File: src/rtl/gray_tick_counter.sv
// N-bit Gray-code tick counter with IDLE/RUN/PAUSE run control, binary mirror
// and terminal-count pulse. Define GRAY_CHECK_EN to build the sticky Gray-adjacency checker.
module gray_tick_counter #(
  parameter int N    = 4,
  parameter bit WRAP = 1'b1
) (
  input  logic         clk,
  input  logic         rst,
  input  logic         tick,
  input  logic         start,
  input  logic         stop,
  input  logic         clear,
  input  logic         up,
  output logic [N-1:0] gray,
  output logic [N-1:0] bin,
  output logic         running,
  output logic         tc,
  output logic         err
);

  typedef enum logic [1:0] {IDLE, RUN, PAUSE} state_t;

  localparam logic [N-1:0] MAX_VAL = {N{1'b1}};

  state_t       state, state_nxt;
  logic         advance;
  logic         at_limit;
  logic [N-1:0] bin_step;
  logic [N-1:0] term_val;
  logic         tc_nxt;

  // NOTE: sequential state uses non-blocking assignments so every register
  // samples pre-edge values regardless of process ordering.
  always_ff @(posedge clk or negedge rst) begin
    if (!rst) state <= IDLE;
    else      state <= state_nxt;
  end

  // Priority: clear > stop > start. A simultaneous start/stop never enters RUN.
  // NOTE: every always_comb output gets a default first, so no path can infer a latch.
  always_comb begin
    state_nxt = state;
    if (clear)
      state_nxt = IDLE;
    else if (stop) begin
      if (state == RUN) state_nxt = PAUSE;
    end else if (start && state != RUN)
      state_nxt = RUN;
  end

  // Only a tick seen while already in RUN counts; the entering cycle is ignored.
  assign advance = (state == RUN) && tick && !stop && !clear;

  always_comb begin
    bin_step = bin;
    at_limit = up ? (bin == MAX_VAL) : (bin == '0);
    term_val = up ? MAX_VAL : '0;
    if (!at_limit || WRAP)
      bin_step = up ? bin + 1'b1 : bin - 1'b1;
    // A value held at saturation is not a fresh arrival at the terminal count.
    tc_nxt = advance && (bin_step != bin) && (bin_step == term_val);
  end

  always_ff @(posedge clk or negedge rst) begin
    if (!rst) begin
      bin     <= '0;
      gray    <= '0;
      tc      <= 1'b0;
      running <= 1'b0;
    end else if (clear) begin
      bin     <= '0;
      gray    <= '0;
      tc      <= 1'b0;
      running <= 1'b0;
    end else begin
      tc      <= tc_nxt;
      running <= (state_nxt == RUN);
      if (advance) begin
        bin  <= bin_step;
        gray <= bin_step ^ (bin_step >> 1);
      end
    end
  end

`ifdef GRAY_CHECK_EN
  logic [N-1:0] gray_prev;
  logic [N-1:0] gray_diff;
  logic         clr_q;
  logic         err_q;

  assign gray_diff = gray ^ gray_prev;

  // The jump to zero right after a clear is legitimate, so that cycle is skipped.
  always_ff @(posedge clk or negedge rst) begin
    if (!rst) begin
      gray_prev <= '0;
      clr_q     <= 1'b0;
      err_q     <= 1'b0;
    end else begin
      gray_prev <= gray;
      clr_q     <= clear;
      if (clear)
        err_q <= 1'b0;
      else if (!clr_q && ((gray_diff & (gray_diff - 1'b1)) != '0))
        err_q <= 1'b1;
    end
  end

  assign err = err_q;
`else
  assign err = 1'b0;
`endif

endmodule

File: config.mk
export PLATFORM = sky130hd
export DESIGN_NAME = gray_tick_counter
export DESIGN_NICKNAME = d
export VERILOG_FILES = /design/src/rtl/gray_tick_counter.sv
export SDC_FILE = /design/constraint.sdc
export NUM_CORES = 1
export LEC_CHECK = 0
export CAP_MARGIN = 20
export CORE_MARGIN = 4
export CORE_UTILIZATION = 45
export DETAILED_ROUTE_END_ITERATION = 7
export PLACE_DENSITY = 0.74
export SKIP_CTS_REPAIR_TIMING = 1
export SLEW_MARGIN = 25
export SYNTH_ARGS = -nofsm -noshare
export SYNTH_HDL_FRONTEND = slang
export SYNTH_SLANG_ARGS = --single-unit
File: constraint.sdc
create_clock -name clk -period 2.25 [get_ports clk]
set_clock_uncertainty 0.1 [all_clocks]
set_input_delay 0.675 -clock clk [delete_from_list [all_inputs] [get_ports clk]]
set_output_delay 0.675 -clock clk [all_outputs]
set_load 0.005 [all_outputs]
==> results.tsv, run 1 <==
stage	metric	value	unit
min_path	hp-class	reg2reg	
detailed_routing	dr.pass1.iters	4	
cts	cts.sink_count	11	
yosys	synthDistinctLibCells	30	
finish	fillers	108	
die	row_count	13	
finish	final_nets	102	
yosys	synth-seq-cells	11	
grt	grt_pass1_wl	2532	um
detailed_routing	drc_errors	0	
grt	grt.overflow.total	0	
cts	cts_buffer_depth	2	
power_and_ir_drop	p_seq_share	48.3	%
grt	use_met2	27.47	%
die	ios	18	
grt	antenna_found_initial	0	
yosys	async_flop_share	100.0	%
cts	clock_latency	0.27	ns
timing	rsz0062_at_grt	no	
power_and_ir_drop	power.share.clock	32.2	%
yosys	synthesis.area	659.4	um^2
grt	top_usage_layer	met2	
grt	grtUsageMet3	2.734	%
yosys	syn_avg_cell_area	9.991	um^2
timing	layout_setup_ws	0.1448	ns
setup_path	worstSetupStartpointType	primary input	
detailed_routing	post_drt_wl_per_cell	13.14	um
yosys	synth_ff_type	dfrtp_1	
finish	area_growth	38.52	%
setup_path	worst_path_max_delay_cell	mux2_2	
die	die_h	46.28	um
power_and_ir_drop	p_switching	111.0	uW
detailed_routing	num_vias	542	
flow_run	cap_violations	0	
timing	period_minus_slack	2.105	ns
place	place_inst	102	
place	port_buffers	16	
setup_path	worst_path_largest_cell_delay	0.35	ns
yosys	ys.warnings.count	0	
finish	drive_gt1_share	20.88	%
grt	grt_usage	16.68	%
detailed_routing	ant_nets	0	
timing	final-hold-violation-count	0	
cts	htree_levels	1	
cts	clk_pin_slew_worst_paths	0.08	ns
place	hpwlAfterDp	1098	um
setup_path	arrival	2.17	ns
grt	grt_pass1_vias	539	
finish	diodes	0	
place	place_area	882.1	um^2
power_and_ir_drop	p_comb_share	19.5	%
detailed_routing	routed_wl	1393	um
timing	holdWs	0.4292	ns
finish	area.sequential	275.3	um^2
yosys	synth-seq-area-share	41.75	%
setup_path	cp_max_fo	3	
place	place.gp.congestion	0.7536	
power_and_ir_drop	sw_frac_of_total	25.85	%
power_and_ir_drop	internal_power	318.5	uW
detailed_routing	drt-initial-drc-count	10	
run_status	outcome	complete, no violations	
setup_path	path_class	in2reg	
grt	grt_use_met1	21.46	%
power_and_ir_drop	worst_ir_drop_vdd	0.2487	mV
finish	multi_input_area	347.8	um^2
place	pre_cts_ws	-0.5382	ns
timing	finalSetupViolations	0	
cts	cts_tree	yes	
power_and_ir_drop	p_leak	0.4010	nW
timing	slew_violations	0	
die	start_util	49.44	%
setup_path	end_kind	register	
die	die_w	46.28	um
setup_path	crit_chain	dlymetal6s2s_1 > inv_1 > buf_4 > ha_1 > nand3_1 > and3_2 > o21ai_0 > mux2_2	
die	die_area	2142	um^2
finish	layout.cells.non_filler	106	
grt	grt_max_degree	12	
yosys	netlist_instances	66	
timing	max_freq	0.4750	GHz
timing	period_share	93.56	%
detailed_routing	vias_per_cell	5.113	
die	design.core.area	1334	um^2
yosys	synth_nets	76	
finish	finalInstanceArea	913.4	um^2
cts	cts_root_buf	clkbuf_4	
yosys	synth_edf_count	0	
setup_path	worstPathRequired	2.32	ns
cts	cts_buffers	3	
power_and_ir_drop	power.density	470.2	nW/um^2
==> cell type report <==
type,count,area share [%]
Multi-Input combinational cell,47,38.08
Tap cell,15,2.055
Inverter,4,1.644
Timing Repair Buffer,25,25.21
Clock buffer,4,2.877
Sequential cell,11,30.14
==> Yosys cell counts (all sizes together), types with 2 or more instances <==
library cell / count / area share (%)
a211oi: 2 / 3.0
a21oi: 8 / 6.6
buf: 3 / 3.0
dfrtp: 11 / 42
ha: 2 / 3.8
inv: 4 / 2.3
nand2: 8 / 4.6
nand2b: 2 / 1.9
nor2: 3 / 1.7
nor2b: 2 / 1.9
nor4: 2 / 1.9
o21ai: 2 / 1.5
xnor2: 3 / 4.0
xor2: 2 / 3.8
==> through the flow <==
stage	utilization (%)	TNS, ns	power (mW)
detailed placement	66.14	-2.206	0.2955
finish	68.48	0	0.4295
CTS	68.11	-0.6598	0.4349
global placement	66.14	-1.929	0.2932
global route	68.48	0	0.4533
floorplan	-	0	0.2536
==> flip-flops by register name, indices dropped and copies added, names as in the netlist <==
signal,cells
state,2
gray,4
bin,3
tc,1
running,1
==> cells in the final DEF, fill, tap and decap left out, types with 2 or more instances in the layout <==
cell / n
xnor2_1: 3
clkdlybuf4s50_1: 15
dfrtp_1: 11
nor4_1: 2
nor2b_1: 2
nand2_1: 8
inv_1: 4
nor2_1: 3
a21oi_1: 7
nand2b_1: 2
buf_4: 9
clkbuf_4: 3
o21ai_0: 2
==> layer usage <==
metal  part of all wire [%]  vias up
met4                   0.43        0
met1                     45      255
met2                     49       15
li1                       -      270
met5                      0        -
met3                    5.5        2
==> critical path, delay by kind of cell <==
family / cells / cell delay (ns)
AOI/OAI and AO/OA: 1 / 0.16
adders and majority gates: 1 / 0.26
buffers and inverters: 3 / 0.42
muxes: 1 / 0.35
and+or+nand+nor: 2 / 0.31
==> kinds of logic (layout without fill, tap and decap cells) <==
family / Yosys count / count (layout) / synth area share (%)
AOI/OAI and AO/OA: 14 / 14 / 13.66
xor gates and xnor gates: 6 / 6 / 11.20
adders and majority gates: 3 / 3 / 6.831
buffers and inverters: 8 / 33 / 5.880
DFF: 11 / 11 / 41.75
muxes: 1 / 1 / 1.708
other: 1 / 1 / 0.5687
and+or+nand+nor: 22 / 22 / 18.41
==> final timing paths <==
check                           end  slack, ns  cells after the start    start
max in group asynchronous  state[1]       1.08                      1      rst
min in group asynchronous   gray[3]       0.62                      1      rst
hold reg to reg             gray[1]       0.43                      2  gray[1]
setup reg to reg                 tc       0.34                      7   bin[1]
hold / removal              gray[1]       0.43                      2  gray[1]
setup / recovery            gray[3]       0.14                      8       up
==> power groups by stage <==
stage	clock network, mW	registers [mW]	logic, mW
3_5_place_dp	0	0.211	0.0843
6_report	0.138	0.207	0.0838
2_1_floorplan	0	0.211	0.0423
4_1_cts	0.143	0.207	0.0844
5_1_grt	0.152	0.208	0.0932
3_3_place_gp	0	0.211	0.0823
Note: power is estimated with default switching activity, not from simulation.
==> run 2, diff against run 1 <==
==> constraint.sdc (replaced) <==
create_clock -name clk -period 2.2 [get_ports clk]
set_clock_uncertainty 0.1 [all_clocks]
set_input_delay 0.66 -clock clk [delete_from_list [all_inputs] [get_ports clk]]
set_output_delay 0.66 -clock clk [all_outputs]
set_load 0.005 [all_outputs]
==> run 2 against run 1 <==
Effect of this change: clock power barely moved; largest power group unchanged; highest routed layer unchanged; power rose by 1.5%; final cell count did not move; via count rose by 4.2%.
==> results.tsv, run 2 (same netlist as run 1, synthesis figures left out) <==
stage	metric	value	unit	change
finish	multi_input_area	357.8	um^2	was 347.8 um^2
grt	grt_use_met1	19.85	%	was 21.46%
setup_path	r2r_slack	0.28	ns	was 0.34 ns
grt	grt_pass1_wl	2270	um	was 2532 um
min_path	hp-class	reg2reg		unchanged
finish	area_growth	38.90	%	was 38.52%
finish	layout_commonest_cell	clkdlybuf4s50_1		unchanged
finish	area.sequential	275.3	um^2	unchanged
timing	period_share	92.25	%	
die	ios	18		unchanged
finish	fin_util	68.67	%	was 68.48%
timing	rsz0062_at_grt	no		unchanged
detailed_routing	drt-initial-drc-count	2		was 10
timing	slew_violations	0		unchanged
setup_path	cp_max_fo	3		unchanged
cts	clock_latency	0.26	ns	was 0.27 ns
setup_path	worstSetupStartpointType	primary input		unchanged
timing	worst-slew-pin-transition	0.5085	ns	
detailed_routing	vias_per_cell	5.330		was 5.113
timing	relSlewSlack	65.99	%	
die	start_util	49.44	%	unchanged
finish	largest-register	gray		unchanged
detailed_routing	num_vias	565		was 542
die	die_h	46.28	um	unchanged
cts	cts_buffer_depth	2		unchanged
place	hpwlAfterDp	1085	um	was 1098 um
flow_run	cap_violations	0		unchanged
finish	fillers	120		was 108
grt	use_met2	24.18	%	was 27.47%
timing	final-hold-violation-count	0		unchanged
grt	grt_pass1_vias	541		was 539
timing	period_minus_slack	2.030	ns	
cts	cts_root_buf	clkbuf_4		unchanged
die	die_w	46.28	um	unchanged
grt	grt_max_degree	12		unchanged
finish	drive_gt1_share	21.98	%	was 20.88%
setup_path	end_kind	register		unchanged
grt	grtUsageMet3	2.344	%	was 2.734%
finish	diodes	0		unchanged
run_status	outcome	complete, no violations		unchanged
grt	grt_usage	14.87	%	was 16.68%
detailed_routing	drc_errors	0		unchanged
setup_path	arrival	2.11	ns	was 2.17 ns
finish	layout_common_cells	clkdlybuf4s50_1, dfrtp_1, buf_4, nand2_1, a21oi_1		unchanged
cts	cts.sink_count	11		unchanged
timing	holdWs	0.4248	ns	was 0.4292 ns
grt	grt.overflow.total	0		unchanged
cts	htree_levels	1		unchanged
die	die_area	2142	um^2	unchanged
finish	largest_reg_flops	4		unchanged
grt	antenna_found_initial	0		unchanged
die	row_count	13		unchanged
power_and_ir_drop	worst_ir_drop_vdd	0.4173	mV	was 0.2487 mV
detailed_routing	routed_wl	1354	um	was 1393 um
place	place.gp.congestion	0.7579		was 0.7536
timing	max_freq	0.4927	GHz	
cts	cts_tree	yes		unchanged
die	design.core.area	1334	um^2	unchanged
power_and_ir_drop	power.density	475.9	nW/um^2	was 470.2 nW/um^2
setup_path	worstPathRequired	2.28	ns	was 2.32 ns
cts	cts_buffers	3		unchanged
power_and_ir_drop	p_leak	0.3932	nW	was 0.4010 nW
place	port_buffers	16		unchanged
detailed_routing	dr.pass1.iters	4		unchanged
detailed_routing	post_drt_wl_per_cell	12.77	um	was 13.14 um
grt	top_usage_layer	met2		unchanged
finish	reg.largest.list	gray: 4 flops, bin: 3 flops, state: 2 flops		unchanged
cts	clk_pin_slew_worst_paths	0.08	ns	about the same
detailed_routing	ant_nets	0		unchanged
setup_path	path_class	in2reg		unchanged
finish	final_nets	102		unchanged
timing	finalSetupViolations	0		unchanged
[run 2: cell types whose count changed in the layout (fill, tap and decap cells not counted)]
cell,before,now
clkbuf_2,0,1
dlymetal6s2s_1,1,0
ha_2,1,0
ha_4,0,1
[run 2: power breakdown]
part / total (mW) / leakage (nW) / switching [mW] / internal [mW]
registers: 0.212 / 0.152 / 0.00449 / 0.208
logic: 0.0862 / 0.227 / 0.0378 / 0.0484
clock network: 0.138 / 0.0150 / 0.0677 / 0.0699
total: 0.436 / 0.393 / 0.110 / 0.326
[run 2: cell type report]
class,count,area share [%]
sequential,11,30.05
multi-input combinational,47,39.07
tap,15,2.049
timing repair buffer,25,24.32
inverter,4,1.639
clock buffer,4,2.869
[run 2: final timing paths]
| kind | from | endpoint | cells past startpoint |
|---|---|---|---|
| max in group asynchronous | rst | gray[1] | 1 |
| hold reg to reg | gray[1] | gray[1] | 2 |
| setup / recovery | up | gray[2] | 8 |
| min in group asynchronous | rst | bin[1] | 1 |
| setup reg to reg | bin[1] | tc | 7 |
| hold / removal | gray[1] | gray[1] | 2 |
[run 2: stage by stage]
step | std cells | area, um^2 | setup WS [ns] | power (mW) | setup TNS (ns)
3_5_place_dp | 102 | 882.1 | -0.5730 | 0.3018 | -2.342
3_3_place_gp | 102 | 882.1 | -0.5263 | 0.3001 | -2.146
4_1_cts | 106 | 908.4 | -0.2890 | 0.4403 | -0.8174
2_1_floorplan | 66 | 659.4 | 0.05273 | 0.2594 | 0
6_report | 106 | 915.9 | 0.1705 | 0.4359 | 0
5_1_grt | 106 | 915.9 | 0.03763 | 0.4615 | 0
[run 2: per-layer routing]
layer / part of all wire [%] / vias to the layer above
met1: 45 / 275
met5: 0 / -
met4: 0.89 / 0
li1: - / 271
met2: 47 / 17
met3: 6.4 / 2
[run 2: critical path, cell delays in order]
cell,delay (ns)
clkbuf_2,0.12
inv_1,0.09
buf_4,0.14
ha_1,0.27
nand3_1,0.09
and2_4,0.17
xnor3_1,0.35
a211oi_2,0.23
